--- config.mk ---
export PLATFORM = sky130hd
export DESIGN_NAME = multicycle_control
export DESIGN_NICKNAME = d
export VERILOG_FILES = /design/src/rtl/cpu_pkg.sv /design/src/rtl/alu_decoder.sv /design/src/rtl/multicycle_control.sv
export SDC_FILE = /design/constraint.sdc
export NUM_CORES = 1
export LEC_CHECK = 0
export BUFFER_PORTS_ARGS = -buffer_cell sky130_fd_sc_hd__buf_2
export CAP_MARGIN = 20
export CORE_UTILIZATION = 36
export DETAILED_ROUTE_END_ITERATION = 12
export GPL_TIMING_DRIVEN = 0
export PLACE_DENSITY = 0.9
export SLEW_MARGIN = 10
export SYNTH_ARGS = -nofsm -noshare
export SYNTH_HDL_FRONTEND = slang
export SYNTH_SLANG_ARGS = --single-unit
--- constraint.sdc ---
create_clock -name clk -period 1.8 [get_ports clk]
set_clock_uncertainty 0.15 [all_clocks]
set_input_delay 0.36 -clock clk [delete_from_list [all_inputs] [get_ports clk]]
set_output_delay 0.36 -clock clk [all_outputs]
set_load 0.05 [all_outputs]
--- src/rtl/cpu_pkg.sv ---
// Shared definitions for the multi-cycle RV32I controller: FSM state
// encoding, opcode constants, ALU operation codes and datapath mux selects.
package cpu_pkg;

  typedef enum logic [3:0] {
    S_FETCH,
    S_DECODE,
    S_MEMADR,
    S_MEMREAD,
    S_MEMWB,
    S_MEMWRITE,
    S_EXECUTER,
    S_EXECUTEI,
    S_ALUWB,
    S_BEQ
  } state_t;

  localparam logic [6:0] OP_LW   = 7'b0000011;
  localparam logic [6:0] OP_SW   = 7'b0100011;
  localparam logic [6:0] OP_R    = 7'b0110011;
  localparam logic [6:0] OP_ADDI = 7'b0010011;
  localparam logic [6:0] OP_BEQ  = 7'b1100011;

  localparam logic [2:0] ALU_ADD = 3'b000;
  localparam logic [2:0] ALU_SUB = 3'b001;
  localparam logic [2:0] ALU_AND = 3'b010;
  localparam logic [2:0] ALU_OR  = 3'b011;
  localparam logic [2:0] ALU_SLT = 3'b101;

  localparam logic       ADR_PC     = 1'b0;
  localparam logic       ADR_ALUOUT = 1'b1;

  localparam logic [1:0] RES_ALUOUT    = 2'b00;
  localparam logic [1:0] RES_READDATA  = 2'b01;
  localparam logic [1:0] RES_ALURESULT = 2'b10;

  localparam logic [1:0] SRCA_PC    = 2'b00;
  localparam logic [1:0] SRCA_OLDPC = 2'b01;
  localparam logic [1:0] SRCA_RD1   = 2'b10;

  localparam logic [1:0] SRCB_RD2  = 2'b00;
  localparam logic [1:0] SRCB_IMM  = 2'b01;
  localparam logic [1:0] SRCB_FOUR = 2'b10;

  localparam logic [1:0] IMM_I = 2'b00;
  localparam logic [1:0] IMM_S = 2'b01;
  localparam logic [1:0] IMM_B = 2'b10;

  // Immediate format depends only on the opcode; everything without an
  // S or B immediate uses the I format.
  function automatic logic [1:0] imm_src(input logic [6:0] op);
    case (op)
      OP_SW:   imm_src = IMM_S;
      OP_BEQ:  imm_src = IMM_B;
      default: imm_src = IMM_I;
    endcase
  endfunction

endpackage

--- src/rtl/alu_decoder.sv ---
// ALU operation decoder shared with the single-cycle core.
//   Op      in  7  opcode (Instr[6:0])
//   funct3  in  3  Instr[14:12]
//   funct7  in  7  Instr[31:25]
//   ALUctrl out 3  ALU operation
module alu_decoder
  import cpu_pkg::*;
(
  input  logic [6:0] Op,
  input  logic [2:0] funct3,
  input  logic [6:0] funct7,
  output logic [2:0] ALUctrl
);

  logic unused_funct7;
  assign unused_funct7 = ^{funct7[6], funct7[4:0]};

  always_comb begin
    ALUctrl = ALU_ADD;
    case (funct3)
      // addi has Op[5]=0, so immediate bit 30 never turns it into a subtract
      3'b000:  ALUctrl = (Op[5] && funct7[5]) ? ALU_SUB : ALU_ADD;
      3'b010:  ALUctrl = ALU_SLT;
      3'b110:  ALUctrl = ALU_OR;
      3'b111:  ALUctrl = ALU_AND;
      default: ALUctrl = ALU_ADD;
    endcase
  end

endmodule

--- src/rtl/multicycle_control.sv ---
// Sequencing FSM for the shared-memory multi-cycle RV32I datapath.
// Inputs: clk, rst (sync, active high), Instr (IR contents), EQ (ALU zero),
// MemReady (memory access completes this cycle).
// Outputs: memory handshake (MemReq, MemWrite, AdrSrc), register enables
// (IRWrite, PCWrite, RegWrite), mux selects (ResultSrc, ALUSrcA, ALUSrcB,
// ImmSrc), ALUctrl, and the InstrDone / Illegal status pulses.
//
// state      | meaning
// FETCH      | read instruction at PC, PC+4 into PC
// DECODE     | dispatch on opcode, branch target into ALUOut
// MEMADR     | rs1 + imm into ALUOut
// MEMREAD    | read data memory at ALUOut
// MEMWB      | write read data to rd
// MEMWRITE   | write rs2 to memory at ALUOut
// EXECUTER   | rs1 op rs2
// EXECUTEI   | rs1 op imm
// ALUWB      | write ALUOut to rd
// BEQ        | compare rs1/rs2, take branch from ALUOut if equal
module multicycle_control
  import cpu_pkg::*;
(
  input  logic        clk,
  input  logic        rst,
  input  logic [31:0] Instr,
  input  logic        EQ,
  input  logic        MemReady,
  output logic        MemReq,
  output logic        MemWrite,
  output logic        AdrSrc,
  output logic        IRWrite,
  output logic        PCWrite,
  output logic        RegWrite,
  output logic [1:0]  ResultSrc,
  output logic [1:0]  ALUSrcA,
  output logic [1:0]  ALUSrcB,
  output logic [1:0]  ImmSrc,
  output logic [2:0]  ALUctrl,
  output logic        InstrDone,
  output logic        Illegal
);

  state_t     state, state_nxt;
  logic [6:0] op;
  logic [2:0] alu_dec;

  logic unused_instr;
  assign unused_instr = ^{Instr[24:15], Instr[11:7]};

  assign op = Instr[6:0];

  alu_decoder u_alu_decoder (
    .Op      (op),
    .funct3  (Instr[14:12]),
    .funct7  (Instr[31:25]),
    .ALUctrl (alu_dec)
  );

  always_ff @(posedge clk) begin
    if (rst) state <= S_FETCH;
    else     state <= state_nxt;
  end

  always_comb begin
    state_nxt = state;
    MemReq    = 1'b0;
    MemWrite  = 1'b0;
    AdrSrc    = ADR_PC;
    IRWrite   = 1'b0;
    PCWrite   = 1'b0;
    RegWrite  = 1'b0;
    ResultSrc = RES_ALUOUT;
    ALUSrcA   = SRCA_PC;
    ALUSrcB   = SRCB_RD2;
    ImmSrc    = IMM_I;
    ALUctrl   = ALU_ADD;
    InstrDone = 1'b0;
    Illegal   = 1'b0;

    // Reset forces every output low so an abandoned instruction cannot
    // write anything in the reset cycle.
    if (rst) begin
      state_nxt = S_FETCH;
    end else begin
      ImmSrc = imm_src(op);
      case (state)
        S_FETCH: begin
          MemReq    = 1'b1;
          AdrSrc    = ADR_PC;
          ALUSrcA   = SRCA_PC;
          ALUSrcB   = SRCB_FOUR;
          ResultSrc = RES_ALURESULT;
          if (MemReady) begin
            IRWrite   = 1'b1;
            PCWrite   = 1'b1;
            state_nxt = S_DECODE;
          end
        end
        S_DECODE: begin
          ALUSrcA = SRCA_OLDPC;
          ALUSrcB = SRCB_IMM;
          case (op)
            OP_LW, OP_SW: state_nxt = S_MEMADR;
            OP_R:         state_nxt = S_EXECUTER;
            OP_ADDI:      state_nxt = S_EXECUTEI;
            OP_BEQ:       state_nxt = S_BEQ;
            default: begin
              Illegal   = 1'b1;
              state_nxt = S_FETCH;
            end
          endcase
        end
        S_MEMADR: begin
          ALUSrcA   = SRCA_RD1;
          ALUSrcB   = SRCB_IMM;
          state_nxt = (op == OP_LW) ? S_MEMREAD : S_MEMWRITE;
        end
        S_MEMREAD: begin
          MemReq = 1'b1;
          AdrSrc = ADR_ALUOUT;
          if (MemReady) state_nxt = S_MEMWB;
        end
        S_MEMWB: begin
          ResultSrc = RES_READDATA;
          RegWrite  = 1'b1;
          InstrDone = 1'b1;
          state_nxt = S_FETCH;
        end
        S_MEMWRITE: begin
          MemReq   = 1'b1;
          MemWrite = 1'b1;
          AdrSrc   = ADR_ALUOUT;
          if (MemReady) begin
            InstrDone = 1'b1;
            state_nxt = S_FETCH;
          end
        end
        S_EXECUTER: begin
          ALUSrcA   = SRCA_RD1;
          ALUSrcB   = SRCB_RD2;
          ALUctrl   = alu_dec;
          state_nxt = S_ALUWB;
        end
        S_EXECUTEI: begin
          ALUSrcA   = SRCA_RD1;
          ALUSrcB   = SRCB_IMM;
          ALUctrl   = alu_dec;
          state_nxt = S_ALUWB;
        end
        S_ALUWB: begin
          ResultSrc = RES_ALUOUT;
          RegWrite  = 1'b1;
          InstrDone = 1'b1;
          state_nxt = S_FETCH;
        end
        S_BEQ: begin
          ALUSrcA   = SRCA_RD1;
          ALUSrcB   = SRCB_RD2;
          ALUctrl   = ALU_SUB;
          ResultSrc = RES_ALUOUT;
          PCWrite   = EQ;
          InstrDone = 1'b1;
          state_nxt = S_FETCH;
        end
        default: state_nxt = S_FETCH;
      endcase
    end
  end

endmodule

==> parameters.txt, run 1 <==
Parameter                              Value

Run status
  Run status ... complete, but fails checks
  Failing checks ... negative setup slack

STA
  Final Max Slew Viols ... 0
  Upper clock frequency limit ... 475.6 MHz
  Final-report setup violation count ... 19
  Hold violation total from the final report ... 0
  Post-route clock period utilization ... 1.168
  Worst path setup slack after routing ... -302.6 ps
  Setup total negative slack ... -2995 ps
  Worst rel slew slack ... 0.7120
  Transition time at the pin with the least slew margin ... 427.5 ps
  Time the worst path needs with I/O delays and setup ... 2103 ps
  Unrepaired setup endpoints after global routing ... true

Yosys
  Flip-flop and latch count after synthesis ... 4
  Post-synthesis share of cell area spent on full adders, half adders and majority gates ... 0
  Post-synthesis simple-gate area fraction ... 0.5021
  Share of the yosys chip area belonging to registers ... 0.1356
  Share of flip-flops with an asynchronous set or reset after synthesis ... 0
  Number of enable-type register cells in the synthesized netlist ... 0
  Post-synthesis instance total ... 84
  Synthesized netlist net count ... 120
  Multiplexer share of the synthesized area ... 0
  Cell variety after synth ... 36
  Compound-gate portion of the synthesized area ... 0.2458
  Syn. warnings ... 0
  Combinational family with the most area after synthesis ... simple AND/OR/NAND/NOR gates
  Mean instance size in the synthesized netlist ... 7.031 µm²
  Xor/xnor share of the synthesized area ... 0.02966
  Post-Synthesis Cell Area ... 590.6 µm²
  Commonest register cell after synthesis ... sky130_fd_sc_hd__dfxtp_1

Die
  Initial standard-cell utilization of the core ... 0.3875
  Die ar. ... 1806 µm²
  Die span in y ... 42.50 µm
  IO Pins ... 55
  Die outline width ... 42.50 µm
  Number of standard-cell rows in the floorplan ... 14
  Placeable core region ... 1524 µm²

Setup path
  Max incr delay on CP ... 410 ps
  Crit path kind ... reg2out
  Largest fanout of any net on the critical path ... 4
  Master of the slowest instance on the critical path ... sky130_fd_sc_hd__or3_4
  Cell count of the worst reg-to-reg path ... 6
  Worst Setup SP ... state[2]
  Arrival time at the worst endpoint ... 1590 ps
  FF-to-FF setup slack ... -170 ps
  Kind of capture point of the worst setup path ... primary output
  Critical path cell sequence ... buf_12 > nand3b_1 > or3_4 > a21oi_4 > buf_6
  Kind of start point of the critical path ... register
  Required time reported for the critical path endpoint ... 1290 ps
  Destination of the critical timing path ... ALUctrl[0]
  Critical register-to-register path startpoint ... state[2]
  Capture instance of the worst register-to-register path ... state[2]

Global route
  Remaining global-route overflow ... 0
  Antenna violations before repair ... 0
  First-pass GRT wire length ... 4574 µm
  Total global-route track usage ... 0.3448
  Pin count of the biggest net entering global routing ... 11
  Via count of the first global-routing pass ... 979

Detailed routing
  Final ANT Viol Nets ... 0
  Routed Wire Length ... 3822 µm
  Pre-antenna DRT Iters ... 4
  Average detailed-routed wire length per instance ... 24.82 µm
  Total vias in the final route ... 1096
  Remaining design rule violation count ... 0
  Violation count after the first detailed-routing iteration ... 54
  Via-to-Cell Ratio ... 7.117

Final layout
  Largest registers ranked by flip-flop count ... state: 4 flops
  Finished Core Util ... 0.9606
  Flip-flop count of the largest register after layout ... 4
  Commonest cells after routing, fill and taps aside ... 18 x sky130_fd_sc_hd__buf_4, 16 x sky130_fd_sc_hd__buf_6, 15 x sky130_fd_sc_hd__buf_2, 6 x sky130_fd_sc_hd__nor4_4, 5 x sky130_fd_sc_hd__buf_8
  Commonest non-fill, non-tap cell in the layout ... sky130_fd_sc_hd__buf_4
  Register bank with the most flops ... state
  Count of filler cells inserted in the layout ... 37
  # diodes ... 0
  Total area of multi-input combinational cells ... 783.3 µm²
  Synth-to-layout area growth ... 147.9%
  Fraction of final layout cells sized beyond drive strength 1 ... 0.7971
  Register Area ... 92.59 µm²
  # nets final ... 175

Power and ir drop
  Leakage component of the power ... 0.5480 nW
  Power Total ... 0.4634 mW
  Worst VDD drop ... 0.2977 mV
  PwrDens ... 316.6 nW/µm²

Clocking
  Number of levels the H-tree was split into ... 1
  CTS Root Cell ... sky130_fd_sc_hd__clkbuf_4
  CTS tree ... built
  Number of buffers inserted for hold repair after clock tree synthesis ... 0
  Worst-path clk slew ... 50 ps
  Insertion delay of the later-clocked pin in the worst-skew pair ... 270 ps
  CTS max path bufs ... 2
  Number of sinks handled by clock tree synthesis ... 4
  TritonCTS Buffers ... 3

Placement
  Weighted congestion reported at the end of routability-driven placement ... 0.8508
  Number of buffers inserted by port buffering ... 33
  Placed wire-length estimate ... 1483 µm

Job
  Number of max-cap violations ... 0

Min path
  Hold Crit Class ... in2reg
layer usage:
metal | share of wire | GRT usage | wire, µm | vias to the layer above
met1 | 0.32 | 0.3698 | 1237 | 502
met5 | 0 | 0 | 0 | -
li1 | - | - | - | 432
met2 | 0.48 | 0.6215 | 1849 | 120
met4 | 0.093 | 0.1938 | 354 | 0
met3 | 0.10 | 0.06466 | 381 | 42
what timing repair did:
action,in CTS,in global routing
resized for setup,64,23
setup endpoints to repair,18,21
setup buffers,12,7
pin swaps,11,13
gates cloned,0,0
cells by family after synthesis:
kind of cell / after synthesis
buffers and inverters: 9
and+or+nand+nor: 47
DFF: 4
AOI/OAI and AO/OA: 22
xor gates and xnor gates: 2
power by group:
group / internal (mW) / leakage [nW] / switching, mW
Sequential: 0.0867 / 0.0352 / 0.00349
Clock: 0.0852 / 0.0150 / 0.0682
Combinational: 0.0904 / 0.498 / 0.129
Total: 0.262 / 0.548 / 0.201
per-stage QoR:
| stage | hold WS (ps) | setup slack (ps) | std cells | cell area [µm²] |
|---|---|---|---|---|
| 2_1_floorplan | 388.0 | -525.9 | 84 | 795.8 |
| 3_3_place_gp | 452.1 | -351.5 | 133 | 980.9 |
| 3_5_place_dp | 461.9 | -366.9 | 133 | 980.9 |
| 4_1_cts | 297.9 | -229.4 | 148 | 1319 |
| 5_1_grt | 382.0 | -327.3 | 154 | 1464 |
| 6_report | 346.5 | -302.6 | 154 | 1464 |
worst max-delay path, delay by kind of cell (launching register included):
| family | cells | cell delay (ps) |
|---|---|---|
| AOI/OAI and AO/OA | 1 | 130 |
| buffers and inverters | 2 | 280 |
| DFF | 1 | 360 |
| and+or+nand+nor | 2 | 530 |
cells in the mapped netlist (2+ instances only):
| master | n | area, µm² |
|---|---|---|
| sky130_fd_sc_hd__buf_4 | 2 | 15.01 |
| sky130_fd_sc_hd__nand3_1 | 2 | 10.01 |
| sky130_fd_sc_hd__o21ai_0 | 3 | 15.01 |
| sky130_fd_sc_hd__a21oi_1 | 8 | 40.04 |
| sky130_fd_sc_hd__or3_1 | 3 | 18.77 |
| sky130_fd_sc_hd__nor3_1 | 6 | 30.03 |
| sky130_fd_sc_hd__a31oi_1 | 2 | 12.51 |
| sky130_fd_sc_hd__a21o_1 | 2 | 15.01 |
| sky130_fd_sc_hd__nor3b_1 | 3 | 22.52 |
| sky130_fd_sc_hd__clkbuf_1 | 2 | 7.510 |
| sky130_fd_sc_hd__nor2_1 | 6 | 22.52 |
| sky130_fd_sc_hd__nand3b_1 | 3 | 22.52 |
| sky130_fd_sc_hd__dfxtp_1 | 4 | 80.08 |
| sky130_fd_sc_hd__buf_2 | 2 | 10.01 |
| sky130_fd_sc_hd__nand2_1 | 6 | 22.52 |
| sky130_fd_sc_hd__inv_1 | 2 | 7.510 |
| sky130_fd_sc_hd__xnor2_1 | 2 | 17.52 |
| sky130_fd_sc_hd__nand2b_1 | 3 | 18.77 |
| sky130_fd_sc_hd__nor4_1 | 6 | 37.54 |
worst min-delay path by stage:
stage | startpoint | end | slack (ps) | cells past startpoint
final | Instr[4] | state[2] | 350 | 3
after global routing | Instr[4] | state[2] | 380 | 3
after CTS | rst | state[2] | 300 | 4
after detailed placement | state[3] | state[3] | 460 | 3
after global placement | state[3] | state[3] | 450 | 3
after floorplan | Instr[6] | state[1] | 390 | 2
cell type report:
| cell class | count | share of cell area |
|---|---|---|
| well taps | 16 | 0.01368 |
| repair buffers | 51 | 0.3000 |
| multi-input cells | 71 | 0.5350 |
| plain buffers | 6 | 0.06239 |
| clock buffers | 4 | 0.01795 |
| flip-flops and latches | 4 | 0.06325 |
| inverters | 2 | 0.007692 |
Note: power is estimated with default switching activity, not from simulation.
==> run 2, diff against run 1 <==
- HOLD_SLACK_MARGIN: default -> 0.12
- RECOVER_POWER: default -> 100
==> parameters.txt, run 2 (same netlist as run 1, synthesis figures left out) <==
Parameter                              Value

Clocking
  Insertion delay of the later-clocked pin in the worst-skew pair ... 270 ps
  CTS tree ... built
  CTS max path bufs ... 2
  Worst-path clk slew ... 50 ps
  Number of levels the H-tree was split into ... 1
  Number of sinks handled by clock tree synthesis ... 4
  Number of buffers inserted for hold repair after clock tree synthesis ... 0
  TritonCTS Buffers ... 3
  CTS Root Cell ... sky130_fd_sc_hd__clkbuf_4

Setup path
  Kind of start point of the critical path ... register
  Master of the slowest instance on the critical path ... sky130_fd_sc_hd__or3_4
  Critical path cell sequence ... buf_12 > nand3b_1 > or3_4 > a21oi_4 > buf_6
  Max incr delay on CP ... 410 ps
  Largest fanout of any net on the critical path ... 4
  Arrival time at the worst endpoint ... 1590 ps
  Delay-heaviest family, CP ... simple AND/OR/NAND/NOR gates
  Required time reported for the critical path endpoint ... 1290 ps
  Kind of capture point of the worst setup path ... primary output
  Crit path kind ... reg2out
  Count of buffering cells on the critical path with inverters included ... 2

Detailed routing
  Routed Wire Length ... 3835 µm
  Met2 wire len ... 1912 µm
  Violation count after the first detailed-routing iteration ... 63
  Final ANT Viol Nets ... 0
  Remaining design rule violation count ... 0
  Met3 wirelength from detailed routing ... 373 µm
  Uppermost signal routing layer after detailed routing ... met4
  Metal-1 WL ... 1207 µm
  Total vias in the final route ... 1096
  Via-to-Cell Ratio ... 7.117
  Average detailed-routed wire length per instance ... 24.90 µm
  Pre-antenna DRT Iters ... 4

Run status
  Run status ... complete, but fails checks
  Failing checks ... negative setup slack

Final layout
  Commonest non-fill, non-tap cell in the layout ... sky130_fd_sc_hd__buf_4
  Register Area ... 92.59 µm²
  Total area of multi-input combinational cells ... 774.5 µm²
  Finished Core Util ... 0.9548
  Synth-to-layout area growth ... 146.4%
  Commonest cells after routing, fill and taps aside ... 17 x sky130_fd_sc_hd__buf_4, 16 x sky130_fd_sc_hd__buf_6, 15 x sky130_fd_sc_hd__buf_2, 5 x sky130_fd_sc_hd__nor4_4, 5 x sky130_fd_sc_hd__buf_8
  Fraction of final layout cells sized beyond drive strength 1 ... 0.7971
  Largest registers ranked by flip-flop count ... state: 4 flops
  Register bank with the most flops ... state
  # nets final ... 175
  Non-filler cells in the finished layout ... 154
  Flip-flop count of the largest register after layout ... 4
  # diodes ... 0
  Post-route cell area ... 1455 µm²
  Count of filler cells inserted in the layout ... 40

Power and ir drop
  Power Total ... 0.4617 mW
  Leakage component of the power ... 0.5445 nW
  Worst VDD drop ... 0.2946 mV
  PwrDens ... 317.3 nW/µm²

Die
  Placeable core region ... 1524 µm²
  Number of standard-cell rows in the floorplan ... 14
  IO Pins ... 55
  Initial standard-cell utilization of the core ... 0.3875
  Die span in y ... 42.50 µm
  Die ar. ... 1806 µm²
  Die outline width ... 42.50 µm

Global route
  Total global-route track usage ... 0.3448
  First-pass GRT wire length ... 4574 µm
  Antenna violations before repair ... 0
  Remaining global-route overflow ... 0
  Via count of the first global-routing pass ... 979
  Pin count of the biggest net entering global routing ... 11

Placement
  Number of buffers inserted by port buffering ... 33
  Placed wire-length estimate ... 1483 µm
  Instance count after placement with tap cells included ... 133
  Weighted congestion reported at the end of routability-driven placement ... 0.8508
  Worst slack at placement ... -366.9 ps
  Placed Area ... 980.9 µm²

Min path
  Hold Crit Class ... in2reg

STA
  Worst path setup slack after routing ... -300.9 ps
  Setup total negative slack ... -3027 ps
  Hold violation total from the final report ... 0
  Worst rel slew slack ... 0.7172
  Final Max Slew Viols ... 0
  Final-report setup violation count ... 19
  Unrepaired setup endpoints after global routing ... true
  Time the worst path needs with I/O delays and setup ... 2101 ps
  Upper clock frequency limit ... 476.0 MHz
  Transition time at the pin with the least slew margin ... 422.5 ps
  Smallest hold slack ... 347.9 ps
  Post-route clock period utilization ... 1.167

Job
  Number of max-cap violations ... 0
## run 2: changes by cell type in the layout (fill, tap and decap cells not counted), sizes merged
cell / delta
buf: -1
clkbuf: +1
## run 2: final cells by class
| class | count | area share |
|---|---|---|
| Multi-Input combinational cell | 71 | 0.5322 |
| Timing Repair Buffer | 51 | 0.3018 |
| Sequential cell | 4 | 0.06363 |
| Buffer | 6 | 0.06277 |
| Clock buffer | 4 | 0.01806 |
| Tap cell | 16 | 0.01376 |
| Inverter | 2 | 0.007739 |
## run 2: worst min-delay path, cell delays in order
cell and delay [ps]:
sky130_fd_sc_hd__buf_2 140, sky130_fd_sc_hd__nor2_1 140, sky130_fd_sc_hd__a221oi_2 80
## run 2: final timing paths
kind	slack, ps	end	cells after the start	startpoint
max	-300	ALUctrl[0]	5	state[2]
min	350	state[2]	3	Instr[4]
max reg2reg	-170	state[2]	6	state[2]
min reg2reg	540	state[2]	3	state[3]
## run 2: power by group
part / switching (mW) / leakage, nW / internal (mW)
sequential: 0.00375 / 0.0352 / 0.0867
clock: 0.0679 / 0.0150 / 0.0852
combinational: 0.128 / 0.494 / 0.0901
total: 0.200 / 0.545 / 0.262
## run 2: repair_timing
| item | CTS | global route |
|---|---|---|
| buffers inserted | 12 | 7 |
| pin swaps | 11 | 13 |
| resized for setup | 64 | 23 |
| setup endpoints to repair | 18 | 21 |
## run 2: routing by layer
metal  up-vias  global-route usage
met5         -                   0
met4         0              0.1938
met3        41             0.06466
met2       105              0.6215
met1       517              0.3698
li1        433                   -
